`src/rtl/cpu_exec_unit.sv`:
```
// Mini-CPU execute stage: 2-cycle simple ops and an optional 16-step shift-add MUL.
// Define CPU_EXEC_MUL_EN to build the multiplier; otherwise MUL returns opA without write-back.
module cpu_exec_unit #(
  parameter int W    = 16,
  parameter int IMMW = 7
) (
  input  logic            clk,
  input  logic            rst,
  input  logic            start,
  input  logic [2:0]      opcode,
  input  logic [W-1:0]    opA,
  input  logic [W-1:0]    opB,
  input  logic [IMMW-1:0] imm,
  output logic            busy,
  output logic            done,
  output logic [W-1:0]    result,
  output logic            we,
  output logic            ovf
);

  typedef enum logic [1:0] {IDLE, EXEC, MULT, DONE} state_t;

  localparam logic [2:0] OP_LOAD  = 3'd0;
  localparam logic [2:0] OP_ADD   = 3'd1;
  localparam logic [2:0] OP_ADDI  = 3'd2;
  localparam logic [2:0] OP_SUB   = 3'd3;
  localparam logic [2:0] OP_SUBI  = 3'd4;
  localparam logic [2:0] OP_MUL   = 3'd5;
  localparam logic [2:0] OP_CLEAR = 3'd6;

  state_t       state;
  logic [2:0]   op_q;
  logic [W-1:0] a_q, b_q, imm_q;
  logic [W-1:0] imm_s;
  logic [W-1:0] rhs, sum_res, dif_res, alu_res;
  logic         alu_we, alu_ovf;

  assign imm_s = {{(W-IMMW){imm[IMMW-1]}}, imm};

  // Single-pass ALU on the latched operands; MUL and DISPLAY fall through to opA, no write.
  always_comb begin
    rhs     = (op_q == OP_ADD || op_q == OP_SUB) ? b_q : imm_q;
    sum_res = a_q + rhs;
    dif_res = a_q - rhs;
    alu_res = a_q;
    alu_we  = 1'b0;
    alu_ovf = 1'b0;
    case (op_q)
      OP_LOAD: begin
        alu_res = imm_q;
        alu_we  = 1'b1;
      end
      OP_ADD, OP_ADDI: begin
        alu_res = sum_res;
        alu_we  = 1'b1;
        alu_ovf = (a_q[W-1] == rhs[W-1]) && (sum_res[W-1] != a_q[W-1]);
      end
      OP_SUB, OP_SUBI: begin
        alu_res = dif_res;
        alu_we  = 1'b1;
        alu_ovf = (a_q[W-1] != rhs[W-1]) && (dif_res[W-1] != a_q[W-1]);
      end
      OP_CLEAR: alu_res = '0;
      default: alu_res = a_q;
    endcase
  end

`ifdef CPU_EXEC_MUL_EN
  localparam int CW = $clog2(W) + 1;
  localparam logic [2*W-1:0] MAX_POS     = {{(W+1){1'b0}}, {(W-1){1'b1}}};
  localparam logic [2*W-1:0] MAX_NEG_MAG = {{W{1'b0}}, 1'b1, {(W-1){1'b0}}};

  logic [W-1:0]   mcand, mplier;
  logic [2*W-1:0] acc, prod;
  logic [W:0]     partial;
  logic [CW-1:0]  iter;
  logic           neg, mul_ovf;

  // Magnitudes are unsigned, so -32768 becomes a plain 0x8000 multiplicand.
  always_comb begin
    partial = {1'b0, acc[2*W-1:W]} + {1'b0, (mplier[0] ? mcand : {W{1'b0}})};
    prod    = neg ? -acc : acc;
    mul_ovf = neg ? (acc > MAX_NEG_MAG) : (acc > MAX_POS);
  end
`endif

  always_ff @(posedge clk or posedge rst) begin
    if (rst) begin
      state  <= IDLE;
      busy   <= 1'b0;
      done   <= 1'b0;
      we     <= 1'b0;
      ovf    <= 1'b0;
      result <= '0;
      op_q   <= '0;
      a_q    <= '0;
      b_q    <= '0;
      imm_q  <= '0;
`ifdef CPU_EXEC_MUL_EN
      mcand  <= '0;
      mplier <= '0;
      acc    <= '0;
      iter   <= '0;
      neg    <= 1'b0;
`endif
    end else begin
      done <= 1'b0;
      we   <= 1'b0;
      case (state)
        IDLE: begin
          if (start) begin
            op_q  <= opcode;
            a_q   <= opA;
            b_q   <= opB;
            imm_q <= imm_s;
            busy  <= 1'b1;
`ifdef CPU_EXEC_MUL_EN
            mcand  <= opA[W-1] ? -opA : opA;
            mplier <= imm_s[W-1] ? -imm_s : imm_s;
            neg    <= opA[W-1] ^ imm_s[W-1];
            acc    <= '0;
            iter   <= '0;
            state  <= (opcode == OP_MUL) ? MULT : EXEC;
`else
            state  <= EXEC;
`endif
          end
        end
        EXEC: begin
          result <= alu_res;
          we     <= alu_we;
          ovf    <= alu_ovf;
          done   <= 1'b1;
          state  <= DONE;
        end
        MULT: begin
`ifdef CPU_EXEC_MUL_EN
          // One extra cycle after the last shift applies the sign and publishes the result.
          if (iter == CW'(W)) begin
            result <= prod[W-1:0];
            ovf    <= mul_ovf;
            we     <= 1'b1;
            done   <= 1'b1;
            state  <= DONE;
          end else begin
            acc    <= {partial, acc[W-1:1]};
            mplier <= mplier >> 1;
            iter   <= iter + 1'b1;
          end
`else
          busy  <= 1'b0;
          state <= IDLE;
`endif
        end
        DONE: begin
          busy  <= 1'b0;
          state <= IDLE;
        end
        default: state <= IDLE;
      endcase
    end
  end

endmodule
```
`config.mk`:
```
export PLATFORM = sky130hd
export DESIGN_NAME = cpu_exec_unit
export DESIGN_NICKNAME = d
export VERILOG_FILES = /design/src/rtl/cpu_exec_unit.sv
export SDC_FILE = /design/constraint.sdc
export NUM_CORES = 1
export LEC_CHECK = 0
export CORE_ASPECT_RATIO = 0.6
export CORE_UTILIZATION = 45
export CTS_BUF_LIST = sky130_fd_sc_hd__clkbuf_4 sky130_fd_sc_hd__clkbuf_8
export CTS_CLUSTER_SIZE = 14
export DETAILED_ROUTE_END_ITERATION = 6
export GPL_TIMING_DRIVEN = 0
export PLACE_DENSITY_LB_ADDON = 0.2
export SYNTH_ARGS = -nofsm -noshare
export SYNTH_HDL_FRONTEND = slang
export SYNTH_SLANG_ARGS = --single-unit
```
`constraint.sdc`:
```
create_clock -name clk -period 7.7 [get_ports clk]
set_input_delay 1.54 -clock clk [delete_from_list [all_inputs] [get_ports clk]]
set_output_delay 1.54 -clock clk [all_outputs]
set_load 0.03 [all_outputs]
```
Yosys cells after proc, flatten, opt, wreduce, memory -nomap -nowiden

Cells that the tools add are included.

Equal/unequal tests: 13
Reduce and logical (&&, ||, !) cells: 12
Add/subtract/negate cells: 2
Multiplexer cells: 10

Operators with widths:

| cell                                                            | count |
|---|---|
| 16-bit one-hot mux with 4 select lines                          | 1 |
| 16-bit adder                                                    | 1 |
| 16-bit 2-to-1 mux                                               | 1 |
| 16-bit subtractor                                               | 1 |
| 3-bit by 2-bit == test with 1-bit output, second input constant | 2 |
| 3-bit == test, second input constant                            | 2 |
| 2-bit one-hot mux with 3 select lines                           | 1 |
| 2-bit OR reduction                                              | 3 |
| 5-bit OR reduction                                              | 1 |
| 2-bit == test, second input constant                            | 2 |
| 1-bit 2-to-1 mux                                                | 4 |
| 1-bit one-hot mux with 2 select lines                           | 2 |
| 2-bit AND reduction                                             | 2 |
| 3-bit by 1-bit == test with 1-bit output, second input constant | 1 |
| 3-bit logical NOT                                               | 1 |
| 1-bit inequality test                                           | 3 |
| 2-bit by 1-bit == test with 1-bit output, second input constant | 1 |
| 1-bit logical AND                                               | 2 |
| 2-bit logical NOT                                               | 1 |
| 2-bit 2-to-1 mux                                                | 1 |
| 2-bit inequality test, second input constant                    | 1 |
| 2-bit nonzero test                                              | 1 |
| 1-bit == test                                                   | 1 |
| 1-bit logical OR                                                | 1 |

Word-level logic and storage cells: 47
Input port bits: 45
Output and inout port bits: 20
Register bits: 64

Depth between registers and ports, before layout

Word-level depth: 7
Mapped depth: 15
Depth with buffers taken out: 12

Worst setup path before layout

OpenSTA, ideal clock, no wires.

Path kind: reg2reg
Start: reg op_q[0]
End: reg result[14]
Path buffers: 3
Data arrival time: 3.367 ns
Clock period less this slack: 3.493 ns
Required time: 7.574 ns
Path slack: 4.207 ns
Setup time: 0.126 ns
Stages on the path, launching flop included: 15
Path through: dfrtp_1 buf_2 nor2b_1 buf_2 buf_1 mux2_2 ha_1 fa_1 a211oi_1 o21bai_1 a31oi_1 o311ai_1 xnor2_1 nor2_1 o32a_1

Longest elaborated chain between the ends: 5
Elaborated cells between the ends (all ways): 13
Classes of those cells: add/sub (2); eq/ne (5); mux (2); reduce/logical (4)

Ends and longest elaborated chain:

| element                                                                                                     | line   | text |
|---|---|---|
| start, declared                                                                                             | 32     | `logic [2:0] op_q;` |
| start signal, assigned                                                                                      | 112    | `op_q <= opcode;` |
| 3-bit by 1-bit == test with 1-bit output / 3-bit by 2-bit == test with 1-bit output (equally long branches) | 42, 48 |  |
| 1-bit logical OR                                                                                            | 42     | `rhs = (op_q == OP_ADD \|\| op_q == OP_SUB) ? b_q : imm_q;` |
| 16-bit 2-to-1 mux                                                                                           | 42     |  |
| 16-bit subtractor / 16-bit adder (equally long branches)                                                    | 44, 43 |  |
| 16-bit one-hot mux with 4 select lines (*)                                                                  | 48     | `case (op_q)` |
| end signal, assigned                                                                                        | 130    | `result <= alu_res;` |
| end, declared                                                                                               | 16     | `output logic [W-1:0] result,` |

Mark *: on every way between the ends. The rest lies on a longest branch, timed or not.
A chain may end at the register's enable or synchronous reset.

Worst setup path in the final report

Ends and elaborated chain as after synthesis.

==> results <==
- The count of antenna diodes in the layout is 0.
- The sequential cell area fraction in the yosys report is 34.2%.
- The number of DRC markers in iteration 0 is 351.
- The smallest clock period supported by the final layout is computed as 4410 ps.
- The first global-routing pass estimated between 20000 and 25000 um of wire.
- The synthesized instance count is 501.
- Fill cells in the final layout number roughly 900.
- After detailed routing, the number of remaining DRC violations is 0.
- Counting stages on the worst path, the most repeated cell is buf_2.
- Global routing consumed, on the met2 layer, 36.7% of the routing resources.
- The per-cell routed wire length is 18.7 um.
- The origin of the critical flop-to-flop path is op_q[0].
- After legalization and detailed placement, the total HPWL measured 10400 um.
- The post-CTS setup repair buffer count is 0.
- Counting flops with a built-in enable in the synthesized netlist gives 0.
- Summing all non-filler instances in the final layout gives an area of around 5700 um2.
- The initial cell density of the core is between 40% and 50%.
- The area growth from synthesis to layout is 22.1%.
- The met3 global-route usage is under 10%.
- In this run, synthesis produced a sequential element count of 64.
- The warning count from the yosys run is 0.
- The overall global routing resource usage is 27.1%.
- The final count of negative-setup-slack endpoints is 0.
- Measured against its own limit, the worst slew margin works out to between 40% and 50%.
- The flip-flop and latch area is 1600 um2.
- Entering global routing, the biggest net connects 37 pins.
- The number of gates resized after CTS was 0.
- Of all nets on the critical path, the largest fanout is 10.
- The end-of-flow core utilization is 57.3%.
- The cell area that synthesis handed to floorplanning was approximately 4700 um2.
- Summing all multi-input logic gate instances after layout gives ~2800 um2.
- After clock tree synthesis, the flow added hold-fix buffers numbering 0.
- At the later pin of the worst-skew pair, clock insertion delay measures approximately 360 ps.
- Traced cell by cell, the critical path runs through buf_2 -> nor2b_1 -> buf_2 -> buf_1 -> mux2_2 -> ha_1 -> fa_1 -> a211oi_1 -> o21bai_1 -> a31oi_1 -> o311ai_1 -> xnor2_1 -> nor2_1 -> o32a_1.
- The final route contains 4125 vias.
- The fraction of layout cells with a size suffix above 1 is 16.5%.
- Counting cells, the worst reg-to-reg path comes to 14.
- In this run the count of I/O pins placed on the die edge is 65.
- The number of CTS-inserted buffers is 9.
- The number of max-slew violations in the final report is 0.
- The nature of the critical path endpoint is a register.
- The flow ran to the end, and the final reports show no timing, DRC or antenna violations.
- Timing would allow up to 227 MHz.
- Using the TritonRoute via totals, the vias-per-cell ratio works out to 5.75.
- Max-cap violations in this run came to 0.
- The worst register-to-register path has a setup slack of 3290 ps.
- The die is 81 um tall.
- The fraction of met1 tracks used by global routing is 42.8%.
- Setup slack on the critical path of the routed design comes to between 3000 and 4000 ps.
- The post-placement setup slack is 3340 ps.
- The iteration count of the initial detailed-routing pass is 4.
- For this block, the routed nets add up to 13400 um of wire.
- The hold-critical path depth is 1.
- The per-instance average area after synthesis is 9.34 um2.
- At the pin with the least slew margin, the transition time is 775 ps.
- In this run the most critical hold path is launched from state[1].
- The total clock sinks is 64.
- The overall die width is 134 um.
- Summed over all layers, the global routing overflow is 0.
- Clock-pin slew was measured on the worst setup and hold paths at 80 ps.
- The fraction of synthesized cell area taken by the top area cell type is 34.2%.
- Counting flops with an async set or reset pin after synthesis yields a share of 100%.
- Adding up every negative setup slack in the final design gives 0 ps.
- After layout, the worst path uses between 50% and 60% of the clock period.
- The worst min-delay path category is register to register.
- The maximum count of clock buffers along a single path is 2.
- The placer's final routability congestion estimate is 0.908.
- The number of buffer and inverter instances along the worst setup path is 3.
- The port buffer count is 64.
- The via count of the first global-routing pass is 3948.
- In the post-synthesis netlist, the biggest area contributors are dfrtp_1 34%, mux2_2 11%, ha_1 8.0%.
- The library cell used as clock root buffer is clkbuf_8.
- The longest individual stage delay on the worst path is roughly 540 ps.
- The worst hold endpoint is state[0].
- Setup repair after global routing left no endpoint under its margin.
- The core area is roughly 10000 um2.
- The number of nets in the synthesized netlist is 578.
- The layer flagged by global routing as most heavily used is met1.
- For the final database, setup skew stands at 14.5 ps.
- The slowest stage of the critical path is the buf_1 cell.
- The cell type with the highest aggregate area in the netlist is dfrtp_1.
- The placement-stage cell area is 5510 um2.
- The initial antenna violation count is 0.
- Yosys mapped the design onto 66 distinct sky130hd cell types.
- Data on the critical path arrives at its endpoint at 4650 ps.
- The most used flip-flop cell after synthesis is dfrtp_1.
- The final layout contains 654 nets.
- At the worst endpoint, the required time is 7950 ps.
- TritonCTS built the clock tree.
- The launching element type of the critical path is a register.
- The kind of cell with the highest combined delay along the critical path is compound AO/OA/AOI/OAI gates.
- The final hold violation count is 0.
- The critical path is of the register to register type.
- The residual antenna-violating net count after detailed routing is 0.
- The endpoint of the worst-slack reg-to-reg timing path is result[14].
- The die covers 10800 um2.
- The floorplan row count is 28.
- The H-tree was split into 3 levels.
metal layers:
metal | share of wire, % | wire, um | vias to the layer above
met5 | 0 | 0 | -
met1 | 56 | 7440 | 1989
met3 | 6.1 | 820 | 13
met2 | 37 | 4980 | 151
li1 | - | - | 1972
met4 | 1.1 | 146 | 0
cells by family (layout without fill, tap and decap cells):
family / count (synthesis) / in the layout / share of synthesized area [%]
mux: 50 / 50 / 11.9
xor+xnor: 10 / 10 / 1.87
fa+ha+maj: 32 / 32 / 8.87
compound gates: 164 / 164 / 24.2
simple gates: 119 / 119 / 12.1
buf+inv: 62 / 143 / 6.84
flops: 64 / 64 / 34.2
placed cells by master, fill, tap and decap left out, types with 4 or more instances in the layout:
master           synthesis  layout
xnor2_1                  6       6
o22ai_1                 14      14
a211oi_1                 7       7
nand2b_1                 6       6
nor3b_1                  5       5
nor4_1                   4       4
clkbuf_8                 5      16
ha_1                    30      30
nor2b_1                  4       4
clkbuf_1                10      10
a211o_1                  4       4
a31oi_1                  5       5
nor3_1                  10      10
nand3_1                  7       7
mux2_2                  45      45
inv_1                   30      29
a21oi_1                 34      34
dfrtp_1                 64      64
nor2_1                  39      39
clkdlybuf4s50_1          0      64
o21ai_0                 31      31
o21a_1                   4       4
xor2_1                   4       4
mux2i_1                  4       4
o31ai_1                  5       5
or2_1                    4       4
o21ai_1                  5       5
o21bai_1                 4       4
buf_2                    9       9
a21o_1                  16      16
nand2_1                 33      33
how the worst max path moves through the flow:
stage	endpoint	cells past startpoint	startpoint
3_3_place_gp	result[14]	14	op_q[0]
5_1_grt	result[14]	14	op_q[0]
3_5_place_dp	result[14]	14	op_q[0]
2_1_floorplan	result[14]	14	op_q[0]
4_1_cts	result[14]	14	op_q[0]
6_report	result[14]	14	op_q[0]
through the flow:
stage          std cells  hold WS, ps
6_report             717          459
5_1_grt              717          470
4_1_cts              717          452
3_5_place_dp         701          444
3_3_place_gp         700          437
2_1_floorplan        501          425
area by class of cell:
class | count | share of cell area, %
Buffer | 30 | 3.46
Clock buffer | 13 | 2.91
Clock inverter | 3 | 0.700
Inverter | 32 | 2.14
Multi-Input combinational cell | 375 | 48.3
Sequential cell | 64 | 28.0
Tap cell | 135 | 2.95
Timing Repair Buffer | 65 | 11.6
state kept, by name (all words and copies together) (netlist names):
name,cells
result,16
b_q,16
we,1
done,1
ovf,1
op_q,3
busy,1
state,2
imm_q,7
a_q,16
cells in the mapped netlist (3+ instances only):
master,instances
dfrtp_1,64
mux2_2,45
nor2_1,39
a21oi_1,34
nand2_1,33
o21ai_0,31
ha_1,30
inv_1,30
a21o_1,16
o22ai_1,14
clkbuf_1,10
nor3_1,10
buf_2,9
a211oi_1,7
nand3_1,7
nand2b_1,6
xnor2_1,6
a31oi_1,5
clkbuf_8,5
nor3b_1,5
o21ai_1,5
o31ai_1,5
a211o_1,4
mux2i_1,4
nor2b_1,4
nor4_1,4
o21a_1,4
o21bai_1,4
or2_1,4
xor2_1,4
a221oi_2,3
a22o_1,3
a22oi_1,3
buf_6,3
o211ai_1,3
o311ai_1,3
Power is not shown: default switching activity piles up to over one toggle a cycle in this logic, so the estimate is an artifact.
